**src/rtl/ahb_apb_pkg.sv**
```systemverilog
// Shared types for the AHB slave front end: HTRANS/HRESP encodings, FSM states
// and the request record handed to the APB controller.
package ahb_apb_pkg;

  typedef enum logic [1:0] {
    HTRANS_IDLE   = 2'b00,
    HTRANS_BUSY   = 2'b01,
    HTRANS_NONSEQ = 2'b10,
    HTRANS_SEQ    = 2'b11
  } htrans_e;

  typedef enum logic {
    HRESP_OKAY  = 1'b0,
    HRESP_ERROR = 1'b1
  } hresp_e;

  typedef enum logic [2:0] {
    ST_IDLE,
    ST_DATA,
    ST_REQ,
    ST_RSP,
    ST_ERR1,
    ST_ERR2
  } state_e;

  typedef struct packed {
    logic        write;
    logic [31:0] addr;
    logic [31:0] wdata;
  } apb_req_t;

  // Only NONSEQ and SEQ carry a real transfer; IDLE and BUSY complete as no-ops.
  function automatic logic htrans_active(input logic [1:0] htrans);
    return (htrans == HTRANS_NONSEQ) || (htrans == HTRANS_SEQ);
  endfunction

endpackage

```
**src/rtl/ahb_addr_check.sv**
```systemverilog
// Combinational region decode: in_range is high for addresses in
// [ADDR_BASE, ADDR_BASE+ADDR_SIZE). Built only with AHB_ADDR_RANGE_CHECK_EN.
`ifdef AHB_ADDR_RANGE_CHECK_EN
module ahb_addr_check #(
  parameter logic [31:0] ADDR_BASE = 32'h0000_0000,
  parameter logic [31:0] ADDR_SIZE = 32'h0001_0000
) (
  input  logic [31:0] addr,
  output logic        in_range
);

  // 33-bit compare so a region ending at 4 GiB does not wrap.
  localparam logic [32:0] REGION_LO = {1'b0, ADDR_BASE};
  localparam logic [32:0] REGION_HI = {1'b0, ADDR_BASE} + {1'b0, ADDR_SIZE};

  always_comb begin
    in_range = ({1'b0, addr} >= REGION_LO) && ({1'b0, addr} < REGION_HI);
  end

endmodule
`endif

```
**src/rtl/ahb_slave_front.sv**
```systemverilog
// AHB-Lite slave front end: accepts one transfer, forwards it to the APB
// controller, waits for completion. Optional range check: AHB_ADDR_RANGE_CHECK_EN.
module ahb_slave_front
  import ahb_apb_pkg::*;
#(
  parameter logic [31:0] ADDR_BASE = 32'h0000_0000,
  parameter logic [31:0] ADDR_SIZE = 32'h0001_0000
) (
  input  logic        clk,
  input  logic        HRESETn,
  input  logic        HSELAHB,
  input  logic [31:0] HADDR,
  input  logic [1:0]  HTRANS,
  input  logic        HWRITE,
  input  logic [31:0] HWDATA,
  output logic [31:0] HRDATA,
  output logic        HREADY,
  output logic        HRESP,
  output logic        req_valid,
  input  logic        req_ready,
  output logic        req_write,
  output logic [31:0] req_addr,
  output logic [31:0] req_wdata,
  input  logic        rsp_valid,
  input  logic [31:0] rsp_rdata,
  input  logic        rsp_err
);

  state_e      state;
  state_e      state_nxt;
  apb_req_t    req_q;
  logic [31:0] hrdata_q;
  logic        accept;
  logic        addr_ok;

`ifdef AHB_ADDR_RANGE_CHECK_EN
  ahb_addr_check #(
    .ADDR_BASE (ADDR_BASE),
    .ADDR_SIZE (ADDR_SIZE)
  ) u_addr_check (
    .addr     (HADDR),
    .in_range (addr_ok)
  );
`else
  logic unused_cfg;
  assign addr_ok    = 1'b1;
  assign unused_cfg = ^{ADDR_BASE, ADDR_SIZE};
`endif

  // HREADY is 1 in IDLE, so an IDLE-state accept is also the completion cycle of
  // the previous transfer, giving back-to-back pipelining for free.
  assign accept = (state == ST_IDLE) && HSELAHB && htrans_active(HTRANS);

  always_ff @(posedge clk or negedge HRESETn) begin
    if (!HRESETn) begin
      state <= ST_IDLE;
    end else begin
      state <= state_nxt;
    end
  end

  always_comb begin
    state_nxt = state;
    HREADY    = 1'b0;
    HRESP     = HRESP_OKAY;
    req_valid = 1'b0;
    case (state)
      ST_IDLE: begin
        HREADY = 1'b1;
        if (accept) begin
          state_nxt = addr_ok ? ST_DATA : ST_ERR1;
        end
      end
      ST_DATA: begin
        req_valid = 1'b1;
        state_nxt = req_ready ? ST_RSP : ST_REQ;
      end
      ST_REQ: begin
        req_valid = 1'b1;
        if (req_ready) begin
          state_nxt = ST_RSP;
        end
      end
      ST_RSP: begin
        if (rsp_valid) begin
          state_nxt = rsp_err ? ST_ERR1 : ST_IDLE;
        end
      end
      ST_ERR1: begin
        HRESP     = HRESP_ERROR;
        state_nxt = ST_ERR2;
      end
      ST_ERR2: begin
        HRESP     = HRESP_ERROR;
        HREADY    = 1'b1;
        state_nxt = ST_IDLE;
      end
      default: begin
        state_nxt = ST_IDLE;
      end
    endcase
  end

  always_ff @(posedge clk or negedge HRESETn) begin
    if (!HRESETn) begin
      req_q    <= '0;
      hrdata_q <= '0;
    end else begin
      if (accept) begin
        req_q.addr  <= HADDR;
        req_q.write <= HWRITE;
      end
      // Write data arrives in the first data-phase cycle only.
      if ((state == ST_DATA) && req_q.write) begin
        req_q.wdata <= HWDATA;
      end
      if ((state == ST_RSP) && rsp_valid && !rsp_err) begin
        hrdata_q <= rsp_rdata;
      end
    end
  end

  assign HRDATA    = hrdata_q;
  assign req_write = req_q.write;
  assign req_addr  = req_q.addr;
  assign req_wdata = req_q.wdata;

endmodule

```
**config.mk**
```make
export PLATFORM = sky130hd
export DESIGN_NAME = ahb_slave_front
export DESIGN_NICKNAME = d
export VERILOG_FILES = /design/src/rtl/ahb_apb_pkg.sv /design/src/rtl/ahb_addr_check.sv /design/src/rtl/ahb_slave_front.sv
export SDC_FILE = /design/constraint.sdc
export NUM_CORES = 1
export LEC_CHECK = 0
export CAP_MARGIN = 0
export CORE_MARGIN = 10
export CORE_UTILIZATION = 36
export DETAILED_ROUTE_END_ITERATION = 8
export PLACE_DENSITY = 0.79
export SLEW_MARGIN = 40
export SYNTH_ARGS = -nofsm -noshare
export SYNTH_HDL_FRONTEND = slang
export SYNTH_SLANG_ARGS = --single-unit
```
**constraint.sdc**
```tcl
create_clock -name clk -period 1.4 [get_ports clk]
set_input_delay 0.35 -clock clk [delete_from_list [all_inputs] [get_ports clk]]
set_output_delay 0.35 -clock clk [all_outputs]
set_load 0.005 [all_outputs]
```
**After elaboration in Yosys (flattened, before gate mapping)**

Cells that the tools add are included.

- Latch bits: 0
- Input bits: 105
- Output and inout port bits: 100
- Bits in read-only memories: 0
- Logic and storage cells: 36
- Memories kept: 0
- Bits in registers: 100
- Memory bits (writable): 0

- $mul: 0
- Bitwise operators: 0
- Order comparisons: 0
- Reduce and logical (&&, ||, !) cells: 12
- Equality and inequality tests: 10
- Shifts and indexed selects: 0
- Div/mod/pow operators: 0
- Add/sub/neg operators: 0
- Mux-type cells: 9

Operator list:

| cell | number |
|---|---|
| 3-bit case mux with 5 select lines | 1 |
| 3-bit 2-to-1 mux | 4 |
| 3-bit by 2-bit equality test with 1-bit output (second input constant) | 2 |
| 3-bit equality test (second input constant) | 2 |
| 2-bit inequality test (second input constant) | 3 |
| 2-bit OR reduction | 3 |
| 1-bit logical AND | 5 |
| 2-bit equality test (second input constant) | 2 |
| 1-bit 2-to-1 mux | 4 |
| 3-bit by 1-bit equality test with 1-bit output (second input constant) | 1 |
| 3-bit zero test | 1 |
| 3-bit AND reduction | 1 |
| 1-bit zero test | 1 |
| 1-bit logical OR | 1 |

**Longest topological paths before layout**

- Depth in word-level cells: 5
- Gate-level depth with buffers: 6
- Depth with buffers taken out: 3

**Least setup slack after synthesis**

OpenSTA, ideal clock, no wires.

- Kind: register to register
- From: register state[2]
- To: register hrdata_q[21], in the netlist HRDATA[21]
- Path slack: -0.106 ns
- Period minus slack after synthesis: 1.506 ns
- Data arrival time: 1.381 ns
- Stages on the path, launching flop included: 6
- Path through: dfrtp_1 > buf_6 > nand4b_1 > nor2_4 > clkbuf_8 > mux2_2

- Longest elaborated chain between the ends: 3

RTL lines:

| what | RTL line | RTL |
|---|---|---|
| from (decl) | ahb_slave_front.sv:29 | `state_e state;` |
| from (signal assigned) | ahb_slave_front.sv:58 | `state <= state_nxt;` |
| 3-bit by 2-bit equality test with 1-bit output | ahb_slave_front.sv:117 | `if ((state == ST_RSP) && rsp_valid && !rsp_err) begin` |
| 1-bit logical AND (2 in series) | ahb_slave_front.sv:117 |  |
| to (signal assigned) | ahb_slave_front.sv:118 | `hrdata_q <= rsp_rdata;` |
| to (decl) | ahb_slave_front.sv:32 | `logic [31:0] hrdata_q;` |

Every way passes these cells.
A chain may end at the register's enable or synchronous reset.

**Final worst setup path**

- From: register state[0]
- To: register req_q, in the netlist req_addr[18]

- Longest elaborated chain between the ends: 3

RTL lines:

| what | RTL line | RTL |
|---|---|---|
| 3-bit zero test | ahb_slave_front.sv:52 | `assign accept = (state == ST_IDLE) && HSELAHB && htrans_active(HTRANS);` |
| 1-bit logical AND (2 in series) | ahb_slave_front.sv:52 |  |
| to (decl) | ahb_slave_front.sv:31 | `apb_req_t req_q;` |

Every way passes these cells.

==> impl_metrics.tcl <==
set metrics [dict create \
    numPortBuffers 203 \
    htree_levels 3 \
    reg2reg_slack_ns -0.35 \
    min_period_over_period_pct 125 \
    r2r_cells 8 \
    finalSetupTns_ns -25.55 \
    cts_num_sinks 100 \
    path_class "flop to flop" \
    end_kind "flop" \
    slew_viol_final 0 \
    synthesis.nets 338 \
    synth_edf_count 0 \
    fill_cells 810 \
    hpwl_um 8960 \
    grt_max_degree 48 \
    report.power.total_mw 14.4 \
    grt.total_usage_pct 16.1 \
    p_per_area_nw_per_um2 2020 \
    rsz0062_at_grt "true" \
    critPathLaunchType "flop" \
    r2r-start "state[0]$_DFFE_PN0P_" \
    yosys_warnings 0 \
    async_reset_ff_share_pct 100 \
    cp_max_fo 6 \
    die_w_um 126 \
    die_area_um2 15900 \
    syn_area_um2 4060 \
    synth_cell_types 24 \
    core.rowCount 38 \
    vias 2862 \
    yosysMostFrequentCell "dfrtp_1" \
    cts_tree "yes" \
    cts_buffers 9 \
    io-pin-count 205 \
    fp.dieH_um 126 \
    cts_max_path_buffers 2 \
    core_area_um2 10900 \
    yosys-top-cells-count "dfrtp_1 (100), mux2_2 (64), mux2_4 (31)" \
    r2r-end "req_addr[18]$_DFFE_PN0P_" \
    cp.required_ns 1.62 \
    violations "setup timing" \
    viasPerCell 4.60 \
    synthToLayoutAreaGrowth_pct 76.0 \
    setup_viol 101 \
    drtIter0Drc 177 \
    cap_violations 0 \
    place_congestion 0.747 \
    grt_pass1_wl_um 20100 \
    leakagePower_nw 3.36 \
    finalHoldViolCount 0 \
    fin_crit_ns 1.75 \
    diodes 0 \
    clk_latency_ns 0.34 \
    worst_slew_pin_slew_ns 0.260 \
    dr.pass1.iters 4 \
    min_path_type "primary input to asynchronous set/reset pin" \
    start_util_pct 37.1 \
    antenna_found_initial 0 \
    yosysSeqAreaShare_pct 61.7 \
    ys_dominant_reg_cell "dfrtp_1" \
    syn_area_per_cell_um2 17.4 \
    clock_skew_ns 0.00702 \
    outcome "finished, violations left" \
    maxSlewHeadroom_pct 82.7 \
    max_clock_freq_mhz 571 \
    cts-root-buf "clkbuf_16" \
    syn_inst 233 \
    synth_top_area_share_pct 61.7 \
    netlist_top_cells_area "dfrtp_1 (62%), mux2_2 (18%), mux2_4 (11%)" \
    drtAntennaViolNets 0 \
    drc 0 \
    worstPathArrival_ns 1.97 \
    globalRouteOverflowTotal 0 \
    avgRoutedWirePerCell_um 20.9 \
    routed_wl_um 13000 \
    synth-seq-cells 100 \
    finalWorstSetupSlack_ns -0.350 \
    ir_worst_vdd_v 0.00104 \
    synth_area_leader_cell "dfrtp_1" \
    drive_gt1_share_pct 35.5 \
    nets 582 \
    grt_pass1_vias 3293 \
    clk_pin_slew_ns 0.07 \
]
[area by class of cell]
class	count	area, um2	share of cell area, %
Multi-Input combinational cell	118	1610	22.6
Inverter	1	3.75	0.0526
Tap cell	140	175	2.45
Timing Repair Buffer	247	2520	35.3
Clock buffer	12	246	3.45
Sequential cell	100	2510	35.1
Clock inverter	4	72.6	1.02
[flip-flops by register name, indices dropped and copies added (netlist names)]
register,count
req_addr,32
HRDATA,32
req_wdata,32
state,3
req_write,1
[per-layer routing]
layer	track usage (%)	wire [um]	vias up
met5	0	0	-
met4	3.48	170	0
met3	6.12	956	13
met2	28.0	6790	107
met1	18.4	5090	1437
li1	-	-	1305
[repair_timing]
action                                 CTS  global route
setup endpoints to repair              197           105
hold buffers                             1             0
gates cloned                             8             1
buffers inserted                        18             5
gates resized for setup                160             7
pin swaps                                4             3
endpoints found under the hold margin   10             0
[how the worst max path moves through the flow]
stage	startpoint	slack, ns	endpoint
4_1_cts	state[0]$_DFFE_PN0P_	-0.35	req_addr[18]$_DFFE_PN0P_
3_3_place_gp	rsp_valid	-0.44	HRDATA[12]$_DFFE_PN0P_
6_report	state[0]$_DFFE_PN0P_	-0.35	req_addr[18]$_DFFE_PN0P_
5_1_grt	state[0]$_DFFE_PN0P_	-0.41	req_addr[5]$_DFFE_PN0P_
3_5_place_dp	rsp_valid	-0.46	HRDATA[21]$_DFFE_PN0P_
2_1_floorplan	state[2]$_DFFE_PN0P_	-0.11	HRDATA[21]$_DFFE_PN0P_
[stage by stage]
stage / utilization [%] / hold slack (ns) / cell area, um2 / cells / setup slack, ns
2_1_floorplan: - / 0.0544 / 4200 / 233 / -0.106
3_3_place_gp: 58.2 / 0.208 / 6370 / 575 / -0.436
3_5_place_dp: 58.2 / 0.205 / 6370 / 575 / -0.460
4_1_cts: 64.7 / 0.392 / 7070 / 618 / -0.347
5_1_grt: 65.3 / 0.411 / 7140 / 622 / -0.408
6_report: 65.3 / 0.402 / 7140 / 622 / -0.350
[critical path: stages (launching register included)]
cell     delay, ns
dfrtp_2       0.41
buf_6         0.12
buf_6         0.11
nor2_4        0.07
and4b_2       0.25
buf_6         0.12
buf_6         0.12
buf_12        0.13
mux2_4        0.30
[placed cells by master (no fill, tap or decap), types with 2 or more instances in the layout]
| cell type | Yosys | final |
|---|---|---|
| buf_12 | 3 | 8 |
| buf_16 | 0 | 7 |
| buf_2 | 0 | 3 |
| buf_4 | 0 | 20 |
| buf_6 | 9 | 9 |
| bufinv_16 | 0 | 2 |
| clkbuf_1 | 0 | 2 |
| clkbuf_16 | 0 | 10 |
| clkdlybuf4s15_1 | 0 | 3 |
| clkdlybuf4s50_1 | 0 | 102 |
| dfrtp_1 | 100 | 97 |
| dfrtp_2 | 0 | 3 |
| dlygate4sd2_1 | 0 | 93 |
| mux2_2 | 64 | 3 |
| mux2_4 | 31 | 94 |
| nand2_1 | 3 | 3 |
| nor2_1 | 2 | 2 |
| nor2_4 | 2 | 2 |
[logic make-up (layout without fill, tap and decap cells)]
logic type	count (synthesis)	in the layout	share of synthesized area [%]
AO/OA/AOI/OAI	4	4	0.586
XOR/XNOR	2	2	0.432
buffers and inverters	15	264	4.75
flip-flops	100	100	61.7
multiplexers	97	97	29.8
AND/OR/NAND/NOR	15	15	2.72
[power breakdown]
group	internal (mW)	switching [mW]
registers	4.35	0.795
clock network	1.61	1.06
logic	4.50	2.12
Note: power is estimated with default switching activity, not from simulation.
